`src/rtl/number_uart_tx_pkg.sv`:
```
// Shared types and constants for the multi-byte UART number transmitter.
package number_uart_tx_pkg;

  localparam int unsigned FRAME_BITS = 10;
  localparam int unsigned MAX_BYTES  = 32;

  typedef enum logic [1:0] {
    IDLE  = 2'd0,
    START = 2'd1,
    DATA  = 2'd2,
    STOP  = 2'd3
  } uart_state_t;

endpackage

```
`src/rtl/number_uart_tx_baud_tick.sv`:
```
// Bit-period timer: one-cycle tick on the last clock of every CLKS_PER_BIT period.
module number_uart_tx_baud_tick #(
  parameter int unsigned CLKS_PER_BIT = 434
) (
  input  logic clk,
  input  logic reset,
  input  logic clear,
  output logic tick
);

  localparam int unsigned CNT_W = (CLKS_PER_BIT > 1) ? $clog2(CLKS_PER_BIT) : 1;
  localparam logic [CNT_W-1:0] LAST = CNT_W'(CLKS_PER_BIT - 1);

  logic [CNT_W-1:0] count;

  assign tick = (count == LAST);

  always_ff @(posedge clk or posedge reset) begin
    if (reset) begin
      count <= '0;
    end else if (clear || tick) begin
      count <= '0;
    end else begin
      count <= count + CNT_W'(1);
    end
  end

endmodule

```
`src/rtl/number_uart_tx.sv`:
```
// Sends the NUM_BYTES low bytes of a captured 256-bit number as back-to-back 8N1 frames.
module number_uart_tx
  import number_uart_tx_pkg::*;
#(
  parameter int unsigned CLKS_PER_BIT = 434,
  parameter int unsigned NUM_BYTES    = 32
) (
  input  logic                     clk,
  input  logic                     reset,
  input  logic                     start,
  input  logic [8*MAX_BYTES-1:0]   number,
  output logic                     tx,
  output logic                     busy,
  output logic                     done,
  output logic [4:0]               byte_idx
);

  localparam logic [4:0] LAST_BYTE = 5'(NUM_BYTES - 1);

  uart_state_t            state;
  logic [2:0]             bit_idx;
  logic [8*MAX_BYTES-1:0] shadow;
  logic [7:0]             cur_byte;
  logic                   tick;

  number_uart_tx_baud_tick #(
    .CLKS_PER_BIT(CLKS_PER_BIT)
  ) u_baud_tick (
    .clk  (clk),
    .reset(reset),
    .clear(state == IDLE),
    .tick (tick)
  );

  // Shadow is deliberately unreset: only meaningful once a burst has been captured.
  always_ff @(posedge clk) begin
    if (state == IDLE && start) begin
      shadow <= number;
    end
  end

  assign cur_byte = shadow[{byte_idx, 3'b000} +: 8];

  always_ff @(posedge clk or posedge reset) begin
    if (reset) begin
      state    <= IDLE;
      tx       <= 1'b1;
      busy     <= 1'b0;
      done     <= 1'b0;
      byte_idx <= '0;
      bit_idx  <= '0;
    end else begin
      done <= 1'b0;
      case (state)
        IDLE: begin
          if (start) begin
            state    <= START;
            tx       <= 1'b0;
            busy     <= 1'b1;
            byte_idx <= '0;
            bit_idx  <= '0;
          end
        end
        START: begin
          if (tick) begin
            state   <= DATA;
            bit_idx <= '0;
            tx      <= cur_byte[0];
          end
        end
        DATA: begin
          if (tick) begin
            if (bit_idx == 3'd7) begin
              state <= STOP;
              tx    <= 1'b1;
            end else begin
              bit_idx <= bit_idx + 3'd1;
              tx      <= cur_byte[bit_idx + 3'd1];
            end
          end
        end
        STOP: begin
          if (tick) begin
            if (byte_idx < LAST_BYTE) begin
              byte_idx <= byte_idx + 5'd1;
              state    <= START;
              tx       <= 1'b0;
            end else begin
              state    <= IDLE;
              byte_idx <= '0;
              busy     <= 1'b0;
              done     <= 1'b1;
              tx       <= 1'b1;
            end
          end
        end
        default: state <= IDLE;
      endcase
    end
  end

endmodule

```
`config.mk`:
```
export PLATFORM = sky130hd
export DESIGN_NAME = number_uart_tx
export DESIGN_NICKNAME = d
export VERILOG_FILES = /design/src/rtl/number_uart_tx_pkg.sv /design/src/rtl/number_uart_tx_baud_tick.sv /design/src/rtl/number_uart_tx.sv
export SDC_FILE = /design/constraint.sdc
export NUM_CORES = 1
export LEC_CHECK = 0
export BUFFER_PORTS_ARGS = -buffer_cell sky130_fd_sc_hd__buf_2
export CAP_MARGIN = 20
export CORE_MARGIN = 3
export CORE_UTILIZATION = 50
export CTS_CLUSTER_DIAMETER = 40
export CTS_CLUSTER_SIZE = 40
export DETAILED_ROUTE_END_ITERATION = 7
export PLACE_DENSITY = 0.8
export SYNTH_ARGS = -nofsm -noshare
export SYNTH_HDL_FRONTEND = slang
export SYNTH_SLANG_ARGS = --single-unit
```
`constraint.sdc`:
```
create_clock -name clk -period 22 [get_ports clk]
set_clock_uncertainty 0.1 [all_clocks]
set_input_delay 3.3 -clock clk [delete_from_list [all_inputs] [get_ports clk]]
set_output_delay 3.3 -clock clk [all_outputs]
set_load 0.1 [all_outputs]
```
; Word level (Yosys, flattened, before mapping)
; Index checks and enable logic that the tools add are counted.
[classes]
shifts = 1
multipliers = 0
bitwise_logic = 0
div_mod_pow = 0
mux = 32
n_reduce_logical = 10
n_addsub = 3
n_lt_le_gt_ge = 2
n_eq_ne = 12
[ops]
columns = cell, n
row1 = $shiftx A256 B9 Y8, 1
row2 = $mux W5, 3
row3 = $mux W1, 13
row4 = $mux W3, 4
row5 = $mux W2, 5
row6 = $pmux W5 S2, 1
row7 = $reduce_and A5 Y1, 2
row8 = $add A9 B1 Y9 const B, 1
row9 = $eq A9 B9 Y1 const B, 1
row10 = $mux W9, 1
row11 = $pmux W3 S3, 1
row12 = $ne A2 B2 Y1 const B, 4
row13 = $pmux W2 S4, 1
row14 = $reduce_and A4 Y1, 2
row15 = $ne A2 B1 Y1 const B, 3
row16 = $add A5 B1 Y5 const B, 1
row17 = $lt A5 B5 Y1 const B, 1
row18 = $eq A2 B2 Y1 const B, 2
row19 = $lt A3 B4 Y1 const B, 1
row20 = $pmux W1 S4, 1
row21 = $add A3 B1 Y3 const B, 1
row22 = $bmux W1 S3, 1
row23 = $eq A3 B3 Y1 const B, 1
row24 = $reduce_and A3 Y1, 1
row25 = other kinds (7), 7
[totals]
memories = 0
wordCells = 68
input_bits = 259
ram_bits = 0
out_inout_bits = 8
register_bits = 278
latchBits = 0
romBits = 0

; Longest topological paths before layout
[depth]
depth_word = 6
mapped_depth = 10
mapped_depth_nobuf = 8

; Hierarchy
; From an unflattened synthesis, not the netlist that was laid out.
[unflattened]
hier_cells = 586
hier_area_um2 = 11322.1
[modules_own_cells]
columns = mod, cells_each, area_each_um2, n_inst, seq_area_each_um2
row1 = number_uart_tx, 537, 10832.9, 1, 8013.9
row2 = number_uart_tx_baud_tick, 49, 489.2, 1, 225.2

; Worst setup path before layout
; No wires, ideal clock.
[synth_path]
path_kind = input -> register
from = input port start
to = register shadow[0], enable pin
arrival_time_ns = 9.086
path_buffers = 0
setup_time_ns = 0.648
setup_slack_ns = 12.166
stages = 1
required_time_ns = 21.252
path_cell_list = and2_1
[synth_between]
elab_chain_cells = 1
[synth_rtl]
columns = element, line_no
row1 = start: declaration, number_uart_tx.sv:10  ; input logic start,
row2 = $logic_and A1 B1 Y1, number_uart_tx.sv:37  ; if (state == IDLE && start) begin
row3 = end signal: assignment, number_uart_tx.sv:38  ; shadow <= number;
row4 = end: declaration, number_uart_tx.sv:22  ; logic [8*MAX_BYTES-1:0] shadow;
; Every way passes these cells.
; A chain may end at the register's enable or synchronous reset.

; Worst setup path in the final report
[layout_path]
from = input port start
to = register shadow[57], enable pin
; Same word-level chain as after synthesis.

==> metrics <==
status completed; PD cells 85.57 mW/mm2; endpoint class of the critical path register; first-iteration detailed-routing DRC count 484; Final period util 24.68%; Placement Setup Slack 16.02 ns; Clk Latency, worst-skew pair 0.51 ns; Port Buffers 266; H-tree depth 2; synthesized cell area 0.01112 mm2; RSZ-0062 raised after global routing false; FF-to-FF setup slack 18.59 ns; Post-DRT Antenna Nets 0; asr flop ratio synth 7.914%; Layout fillers 1,502; crit path DAT 5.46 ns; crit-path most repeated cell buf_4; via count 6,473; Fmax achieved 184.2 MHz; final setup fails 0; YS warnings 0; layout cells sized above 1 46.29%; final worst slack 16.57 ns; min Tclk post-route 5.429 ns; Slowest cell on crit path buf_4; synth-to-layout area growth 25.17%; Die Ht 155.1 um; CP Data Required Time 22.03 ns; TritonCTS clock tree done; # clock sinks 278; CTS max path bufs 3; synth unique cells 52; post-synthesis register bit count 278; Core Region 0.02142 mm2; Post-CTS Setup Bufs 0; Seq/Total Area, Yosys 74.10%; Multi-input gate area 0.002661 mm2; Avg WL per Cell 22.25 um; Hold WS 0.3934 ns; Starting Density 51.91%; GPL Wtd Cong 0.8061; Resized cells post-CTS 0; Vias/cell 5.599; Mapped Avg Cell Area 19.58 um2; critical-path cell list buf_2 -> and2_4 -> buf_4 -> buf_4; Critical path origin start; Max Cap Viol 0; largest net degree at the start of global routing 83; grt total ovfl 0; chip width 155.1 um; 1st-pass router iterations 4; die area 0.02406 mm2; I/O pins 267; DRT Wirelength 25,720 um; R2R depth 7; Hold/Removal Path Class reg2reg; vias in the first global route 6,761; EDFF count, synth 256; Slew Limit Fails 0; total CTS buffers 37; register area 0.008247 mm2; detailed placer's ending HPWL 17,630 um; Post-Syn Instances 568; Cell Rows 53; Total Neg Setup Slack 0 ns; gr usage total 21.14%; slowest cell delay on critical path 0.87 ns; worst r2r src byte_idx[0]$_DFFE_PP0P_; Hold Buf Count CTS 0; fin nets 1,119; Remaining DRCs 0; Slew HR 32.44%; Reg clk slew, reported paths 0.06 ns; global-route wire length before repair 38,000 um; most used flip-flop cell after synthesis edfxtp_1; P_leak 0.005032 uW; Max VDD drop 0.07628 mV; initial antenna violation count 5; critical setup path kind in2reg; worst r2r dst tx$_DFFE_PP1P_; Worst Setup Start Kind input port; Final Hold Vio Count 0; CP endpoint shadow[57]$_DFFE_PP_; Worst-Margin Slew 1.013 ns; critical path peak fanout 80; CTS root buf clkbuf_16; Post-Syn Nets 837
## state kept, by name (all words and copies together), names as in the netlist
signal,flops
bit_idx,3
u_baud_tick.count,9
byte_idx,5
tx,1
state,2
shadow,256
busy,1
done,1
## worst min-delay path by stage
stage,startpoint,end,slack (ns),cells after the start
2_1_floorplan,u_baud_tick.count[0]$_DFF_PP0_,u_baud_tick.count[0]$_DFF_PP0_,0.35,1
3_3_place_gp,u_baud_tick.count[0]$_DFF_PP0_,u_baud_tick.count[0]$_DFF_PP0_,0.38,1
3_5_place_dp,u_baud_tick.count[0]$_DFF_PP0_,u_baud_tick.count[0]$_DFF_PP0_,0.38,1
4_1_cts,u_baud_tick.count[0]$_DFF_PP0_,u_baud_tick.count[0]$_DFF_PP0_,0.39,1
5_1_grt,u_baud_tick.count[0]$_DFF_PP0_,u_baud_tick.count[0]$_DFF_PP0_,0.42,1
6_report,u_baud_tick.count[0]$_DFF_PP0_,u_baud_tick.count[0]$_DFF_PP0_,0.39,1
## cell families (layout without fill, tap and decap cells)
group,count (synthesis),after routing,synth area share (%)
DFF,278,278,74.10
and+or+nand+nor,89,89,3.961
muxes,81,81,14.18
AOI/OAI and AO/OA,62,62,4.175
buffers and inverters,42,351,1.992
adders and majority gates,10,10,1.125
xor gates and xnor gates,6,6,0.4727
other,0,4,0
## layer usage
metal | global-route usage, % | vias up | wire length, um
li1 | - | 2903 | -
met1 | 27.38 | 3244 | 9943
met2 | 35.56 | 277 | 13370
met3 | 5.675 | 47 | 1908
met4 | 6.182 | 2 | 496
met5 | 0 | - | 8
## stage by stage
| stage | power, uW | utilization [%] | cells | instance area (um2) |
|---|---|---|---|---|
| 2_1_floorplan | 588.7 | - | 568 | 11120 |
| 3_3_place_gp | 612.5 | 59.20 | 1086 | 12680 |
| 3_5_place_dp | 612.8 | 59.20 | 1086 | 12680 |
| 4_1_cts | 1202 | 64.93 | 1152 | 13910 |
| 5_1_grt | 1227 | 64.98 | 1156 | 13920 |
| 6_report | 1191 | 64.98 | 1156 | 13920 |
## power by group
group | internal (uW) | switching [uW] | total, uW
combinational | 15.8 | 8.90 | 24.7
clock | 354 | 235 | 589
sequential | 577 | 0 | 577
total | 947 | 244 | 1190
## cell usage after synthesis, types with 3 or more instances
cell type  count  share of area, %
edfxtp_1     256                69
nor2b_1        3              0.17
nor3_1         6              0.27
a211oi_1       4              0.27
buf_2         12              0.54
nor4_1         3              0.17
mux2i_1       18               1.6
nand2_1       25              0.84
nor2_1        18              0.61
xor2_1         3              0.24
nand2b_1       5              0.28
nand4_1        4              0.23
o22ai_1        4              0.23
inv_1         12              0.41
o21ai_1        3              0.13
ha_1          10               1.1
a21oi_1        9              0.41
nand3_1       11              0.50
mux4_2        61                12
dfrtp_1       21               4.7
a22oi_1        8              0.54
clkbuf_1      11              0.37
o21ai_0        8              0.36
xnor2_1        3              0.24
a22o_1         7              0.55
buf_6          4              0.41
or3_1          4              0.23
a211o_1        3              0.24
## layout make-up
type / count / share of cell area [%]
Clock inverter: 28 / 2.140
Multi-Input combinational cell: 248 / 19.12
Inverter: 12 / 0.3236
Sequential cell: 278 / 59.25
Clock buffer: 38 / 6.679
Tap cell: 275 / 2.472
Antenna cell: 4 / 0.07192
Timing Repair Buffer: 273 / 9.943
## layout by cell type, fill, tap and decap left out, drive strengths merged, types with 4 or more instances in the layout
master,synthesis,layout
a22oi,8,8
inv,12,26
clkinv,0,9
nand2,25,25
nand4,4,4
mux4,61,61
ha,10,10
a211oi,4,4
nor2,18,18
a21oi,9,9
edfxtp,256,256
dfrtp,21,21
mux2i,18,18
o21ai,11,11
a22o,7,7
buf,19,273
nand2b,5,5
clkbuf,11,38
o22ai,4,4
or3,4,4
nor3,6,6
diode,0,4
nand3,11,11
## critical path, delay by kind of cell
kind          cells  cell delay (ns)
simple gates      1             0.50
buf+inv           3             1.59
(Power assumes the default switching activity.)
